===== config.mk =====
export PLATFORM = sky130hd
export DESIGN_NAME = deemph_sched
export DESIGN_NICKNAME = d
export VERILOG_FILES = /design/src/rtl/deemph_pkg.sv /design/src/rtl/deemph_mac.sv /design/src/rtl/deemph_sched.sv
export SDC_FILE = /design/constraint.sdc
export NUM_CORES = 2
export LEC_CHECK = 0
export ABC_AREA = 1
export CAP_MARGIN = 10
export CELL_PAD_IN_SITES_DETAIL_PLACEMENT = 1
export CELL_PAD_IN_SITES_GLOBAL_PLACEMENT = 2
export CORE_MARGIN = 3
export CORE_UTILIZATION = 40
export CTS_CLUSTER_SIZE = 25
export DETAILED_ROUTE_END_ITERATION = 6
export DONT_BUFFER_PORTS = 1
export HOLD_SLACK_MARGIN = 0.06
export PLACE_DENSITY = 0.91
export SLEW_MARGIN = 20
export SYNTH_ARGS = -nofsm -noshare
export SYNTH_HDL_FRONTEND = slang
export SYNTH_HIERARCHICAL = 1
export SYNTH_SLANG_ARGS = --single-unit

===== constraint.sdc =====
create_clock -name clock -period 14.5 [get_ports clock]
set_clock_uncertainty 0.1 [all_clocks]
set_input_delay 0.725 -clock clock [delete_from_list [all_inputs] [get_ports clock]]
set_output_delay 0.725 -clock clock [all_outputs]
set_load 0.01 [all_outputs]

===== src/rtl/deemph_pkg.sv =====
// Shared constants and types for the time-shared L/R de-emphasis scheduler.
// Coefficients are Q(BITS) fixed point; A is negative.
package deemph_pkg;

   localparam int BITS = 10;

   localparam logic signed [31:0] B_COEF = 32'sh0000_00B2;
   localparam logic signed [31:0] A_COEF = 32'shFFFF_FD66;

   typedef enum logic [2:0] {
      IDLE,
      LOAD,
      MAC0,
      MAC1,
      MAC2,
      WRITE
   } state_t;

   typedef enum logic {
      CH_L,
      CH_R
   } ch_t;

endpackage


===== src/rtl/deemph_mac.sv =====
// Combinational signed multiply followed by round-toward-zero dequantise.
// One instance is shared by both channels of deemph_sched.
module deemph_mac #(
   parameter int DATA_WIDTH = 32,
   parameter int BITS = deemph_pkg::BITS
) (
   input  logic [DATA_WIDTH-1:0] a,
   input  logic [DATA_WIDTH-1:0] b,
   output logic [DATA_WIDTH-1:0] q
);

   localparam int PW = 2 * DATA_WIDTH;
   localparam logic [PW-1:0] RND = {{(PW - BITS){1'b0}}, {BITS{1'b1}}};

   logic signed [PW-1:0] prod;
   logic signed [PW-1:0] adj;

   // Bias negatives by 2^BITS-1 so the arithmetic shift truncates toward zero.
   always_comb begin
      prod = $signed(a) * $signed(b);
      adj  = prod[PW-1] ? (prod + $signed(RND)) : prod;
      q    = DATA_WIDTH'(adj >>> BITS);
   end

endmodule


===== src/rtl/deemph_sched.sv =====
// Round-robin L/R de-emphasis scheduler sharing one deemph_mac.
// Define DEEMPH_STATS_EN to add per-channel 16-bit commit counters.
module deemph_sched #(
   parameter int DATA_WIDTH = 32,
   parameter int BITS = deemph_pkg::BITS
) (
   input  logic                  clock,
   input  logic                  reset,
   output logic                  l_in_rd_en,
   output logic                  r_in_rd_en,
   input  logic                  l_in_empty,
   input  logic                  r_in_empty,
   input  logic [DATA_WIDTH-1:0] l_in_dout,
   input  logic [DATA_WIDTH-1:0] r_in_dout,
   output logic                  l_out_wr_en,
   output logic                  r_out_wr_en,
   input  logic                  l_out_full,
   input  logic                  r_out_full,
   output logic [DATA_WIDTH-1:0] l_out_din,
   output logic [DATA_WIDTH-1:0] r_out_din
`ifdef DEEMPH_STATS_EN
   ,
   output logic [15:0]           l_count,
   output logic [15:0]           r_count
`endif
);

   import deemph_pkg::*;

   localparam logic [DATA_WIDTH-1:0] B_W = DATA_WIDTH'(B_COEF);
   localparam logic [DATA_WIDTH-1:0] A_W = DATA_WIDTH'(A_COEF);

   state_t state_q, state_d;
   ch_t    ch_q, ch_d, grant_ch;

   logic [DATA_WIDTH-1:0] x_q, acc_q;
   logic [DATA_WIDTH-1:0] l_xp_q, l_yp_q;
   logic [DATA_WIDTH-1:0] r_xp_q, r_yp_q;
   logic [DATA_WIDTH-1:0] xp_sel, yp_sel;
   logic [DATA_WIDTH-1:0] mac_a, mac_b, mac_q;

   logic l_elig, r_elig, grant_any, commit;

   assign l_elig = !l_in_empty && !l_out_full;
   assign r_elig = !r_in_empty && !r_out_full;
   assign xp_sel = (ch_q == CH_L) ? l_xp_q : r_xp_q;
   assign yp_sel = (ch_q == CH_L) ? l_yp_q : r_yp_q;

   deemph_mac #(
      .DATA_WIDTH(DATA_WIDTH),
      .BITS      (BITS)
   ) u_mac (
      .a(mac_a),
      .b(mac_b),
      .q(mac_q)
   );

   // ch_q doubles as the last-grant record for round-robin.
   always_comb begin
      grant_any = l_elig || r_elig;
      grant_ch  = CH_L;
      unique case ({l_elig, r_elig})
         2'b11:   grant_ch = (ch_q == CH_R) ? CH_L : CH_R;
         2'b10:   grant_ch = CH_L;
         2'b01:   grant_ch = CH_R;
         default: grant_ch = CH_L;
      endcase
   end

   always_comb begin
      state_d     = state_q;
      ch_d        = ch_q;
      l_in_rd_en  = 1'b0;
      r_in_rd_en  = 1'b0;
      l_out_wr_en = 1'b0;
      r_out_wr_en = 1'b0;
      l_out_din   = '0;
      r_out_din   = '0;
      mac_a       = '0;
      mac_b       = '0;
      commit      = 1'b0;
      unique case (state_q)
         IDLE: begin
            if (grant_any) begin
               ch_d    = grant_ch;
               state_d = LOAD;
               if (grant_ch == CH_L) l_in_rd_en = 1'b1;
               else                  r_in_rd_en = 1'b1;
            end
         end
         LOAD: state_d = MAC0;
         MAC0: begin
            mac_a   = B_W;
            mac_b   = x_q;
            state_d = MAC1;
         end
         MAC1: begin
            mac_a   = B_W;
            mac_b   = xp_sel;
            state_d = MAC2;
         end
         MAC2: begin
            mac_a   = A_W;
            mac_b   = yp_sel;
            state_d = WRITE;
         end
         WRITE: begin
            if (ch_q == CH_L) begin
               l_out_din = acc_q;
               if (!l_out_full) begin
                  l_out_wr_en = 1'b1;
                  commit      = 1'b1;
                  state_d     = IDLE;
               end
            end else begin
               r_out_din = acc_q;
               if (!r_out_full) begin
                  r_out_wr_en = 1'b1;
                  commit      = 1'b1;
                  state_d     = IDLE;
               end
            end
         end
         default: state_d = IDLE;
      endcase
      // FIFO strobes must stay quiet while reset is held.
      if (reset) begin
         l_in_rd_en  = 1'b0;
         r_in_rd_en  = 1'b0;
         l_out_wr_en = 1'b0;
         r_out_wr_en = 1'b0;
         l_out_din   = '0;
         r_out_din   = '0;
         commit      = 1'b0;
      end
   end

   always_ff @(posedge clock) begin
      if (reset) begin
         state_q <= IDLE;
         ch_q    <= CH_R;
         x_q     <= '0;
         acc_q   <= '0;
         l_xp_q  <= '0;
         l_yp_q  <= '0;
         r_xp_q  <= '0;
         r_yp_q  <= '0;
      end else begin
         state_q <= state_d;
         ch_q    <= ch_d;
         if (l_in_rd_en)      x_q <= l_in_dout;
         else if (r_in_rd_en) x_q <= r_in_dout;
         if (state_q == LOAD)
            acc_q <= '0;
         else if (state_q inside {MAC0, MAC1, MAC2})
            acc_q <= acc_q + mac_q;
         if (commit) begin
            if (ch_q == CH_L) begin
               l_xp_q <= x_q;
               l_yp_q <= acc_q;
            end else begin
               r_xp_q <= x_q;
               r_yp_q <= acc_q;
            end
         end
      end
   end

`ifdef DEEMPH_STATS_EN
   always_ff @(posedge clock) begin
      if (reset) begin
         l_count <= '0;
         r_count <= '0;
      end else begin
         if (l_out_wr_en) l_count <= l_count + 16'd1;
         if (r_out_wr_en) r_count <= r_count + 16'd1;
      end
   end
`endif

endmodule


==> out/metrics.cfg <==
[pwr]
p_leak_nw=28.9
finalPower_mw=1.62
vdd_drop_max_v=0.0000835
power.density_nw_per_um2=31.1

[logic_synthesis]
synth_top_family_by_area=adder cells
async_reset_ff_frac=0
ys_seq_area_frac=0.0787
ys.flop_type=dfxtp_1
post_synth.cell_area_avg_um2=7.41
synth_edf_count=0
synthAdderAreaFrac=0.489
ys_ff_latch=196
synthXorXnorAreaFrac=0.0103
yosys.area_share.simple=0.202
synth_compound_area_frac=0.0453
postSynthCellCount=6729
synth_cell_types=47
synth.mux.area_fraction=0
synth_area_um2=49900
ys_warn_count=6

[timing]
final-setup-viol-count=0
finalCriticalPeriod_ns=11.89
grt_setup_unrepaired=false
fin_setup_tns_ns=0
fin_ws_ns=2.61
fmax_mhz=84.1
finalCritPeriodShare=0.820
tightest_slew_ns=1.05
relSlewSlack=0.301
finalHoldViolCount=0
final-max-slew-violation-count=0

[critical_path]
critical_path_arrival_ns=12.16
crit_path_max_incr_delay_ns=0.80
slowest_stage=fa_1
path_max_fanout=221
path_buf_inv=11
path_delay_family=adder cells
crit_type=reg -> reg
crit_path_end_kind=flip-flop
start_kind=flip-flop
critPathRequiredTime_ns=14.77

[worst_hold_path]
hp-class=in -> reg

[detailed_routing]
drtPass1Iterations=5
drtAntennaViolNets=0
vias=40500
wire_per_inst_um=19.4
drtIter0Drc=2446
vias_per_cell=4.96
drc=0
postRouteWirelength_mm=158

[cells_and_area]
final_nets=7898
final_cell_mix=inv_1 (1999), nand2_1 (1906), fa_1 (1083), ha_1 (215), nand3_1 (210)
area_delta_synth_final_pct=4.04
final_cell_count_no_fill=8168
layout_commonest_cell=inv_1
drive_gt1_frac=0.0303

[place]
dp.cells=8136
place_ws_ns=2.67
place.gp.congestion=0.924
hpwl_mm=129
numPortBuffers=0

[floorplanning]
io_pins=138
num_rows=128
core_area_um2=123000
die_y_um=359
start_util=0.406
dieArea_um2=129000
die_w_um=359

[grt]
grt_first_pass_wirelength_mm=254
antenna_found_initial=2
grt_use_total=0.250
grt_pass1_vias=45100
overflow=0
grt_max_degree=222

[clocking]
clk_latency_ns=0.47
cts_buffers=17
cts_buffer_depth=2
clk_pin_slew_worst_paths_ns=0.09
cts-root-buf=clkbuf_16
cts_max_level=4
cts_hold_buf=0
post-cts-setup-buffer-count=0
cts.repair.resized=0
cts_sinks=196
cts_tree=yes

[flow_run]
maxCapViolCount=0

[run_status]
outcome=complete, no violations

==> state kept, by name, summed over array words and instances (netlist names) <==
name	cells
state_q	3
l_yp_q	32
r_yp_q	32
l_xp_q	32
acc_q	32
ch_q	1
r_xp_q	32
x_q	32
==> path summary, 6_finish.rpt <==
check,cells past startpoint,slack [ns],end,startpoint
worst max-delay path,45,2.61,acc_q[20],state_q[0]
worst min register to register,2,0.35,l_yp_q[15],l_yp_q[15]
worst min-delay path,1,0.26,state_q[1],reset
worst max register to register,45,2.61,acc_q[20],state_q[0]
==> stage by stage <==
step	hold slack (ns)	utilization	cell area [µm²]
global placement	0.334	0.418	51300
floorplan	0.324	-	49900
finish	0.261	0.422	51900
detailed placement	0.343	0.418	51300
global route	0.234	0.422	51900
CTS	0.236	0.422	51900
==> cell families (layout without fill, tap and decap cells) <==
kind of cell	count (synthesis)	in the layout
simple gates	2496	2496
buf+inv	2303	2102
compound gates	379	379
other cells	1	16
flops	196	196
xor+xnor	56	56
fa+ha+maj	1298	1298
==> per-layer routing <==
layer / global-route usage / vias to the layer above / part of all wire
met5: 0 / - / 0
met4: 0.0509 / 0 / 0.021
met3: 0.0246 / 149 / 0.044
met2: 0.422 / 811 / 0.48
met1: 0.351 / 21000 / 0.45
li1: - / 18600 / -
==> final cells by class <==
class | instances | area (µm²)
inverter | 2012 | 7560
clock buffer | 19 | 453
tap | 1625 | 2030
antenna | 1 | 2.50
fill | 15400 | 71000
timing repair buffer | 59 | 480
multi-input combinational | 4244 | 37300
clock inverter | 12 | 134
sequential | 196 | 3930
==> synthesized netlist by cell type, types with 3 or more instances <==
| cell | count | share of area |
|---|---|---|
| a211oi_2 | 30 | 0.0075 |
| nand3b_1 | 13 | 0.0020 |
| or2_2 | 27 | 0.0034 |
| nand4_1 | 32 | 0.0040 |
| nor2_2 | 14 | 0.0018 |
| fa_1 | 1083 | 0.43 |
| nand3_1 | 211 | 0.021 |
| o211ai_1 | 25 | 0.0038 |
| xor2_1 | 38 | 0.0067 |
| nor3_1 | 81 | 0.0081 |
| inv_1 | 2002 | 0.15 |
| o21a_1 | 3 | 0.00045 |
| dfxtp_1 | 196 | 0.079 |
| buf_4 | 9 | 0.0014 |
| nand2_2 | 8 | 0.0010 |
| buf_2 | 29 | 0.0029 |
| o21ai_1 | 56 | 0.0056 |
| nor2_1 | 188 | 0.014 |
| o21ai_0 | 115 | 0.012 |
| inv_2 | 7 | 0.00053 |
| xor2_2 | 3 | 0.00098 |
| xnor2_1 | 15 | 0.0026 |
| buf_1 | 7 | 0.00053 |
| a31oi_1 | 9 | 0.0011 |
| clkbuf_1 | 244 | 0.018 |
| nor3_2 | 4 | 0.00080 |
| a21oi_1 | 119 | 0.012 |
| ha_1 | 215 | 0.054 |
| o22ai_1 | 3 | 0.00038 |
| o21bai_1 | 13 | 0.0020 |
| nor2_4 | 3 | 0.00068 |
| nand2_1 | 1907 | 0.14 |
==> power by group <==
part	switching (mW)	total [mW]	internal, mW	leakage (nW)
clock	0.247	0.499	0.253	0.291
combinational	0.378	0.511	0.133	27.0
sequential	0.0434	0.606	0.562	1.59
total	0.668	1.62	0.948	28.9
(Power assumes the default switching activity.)
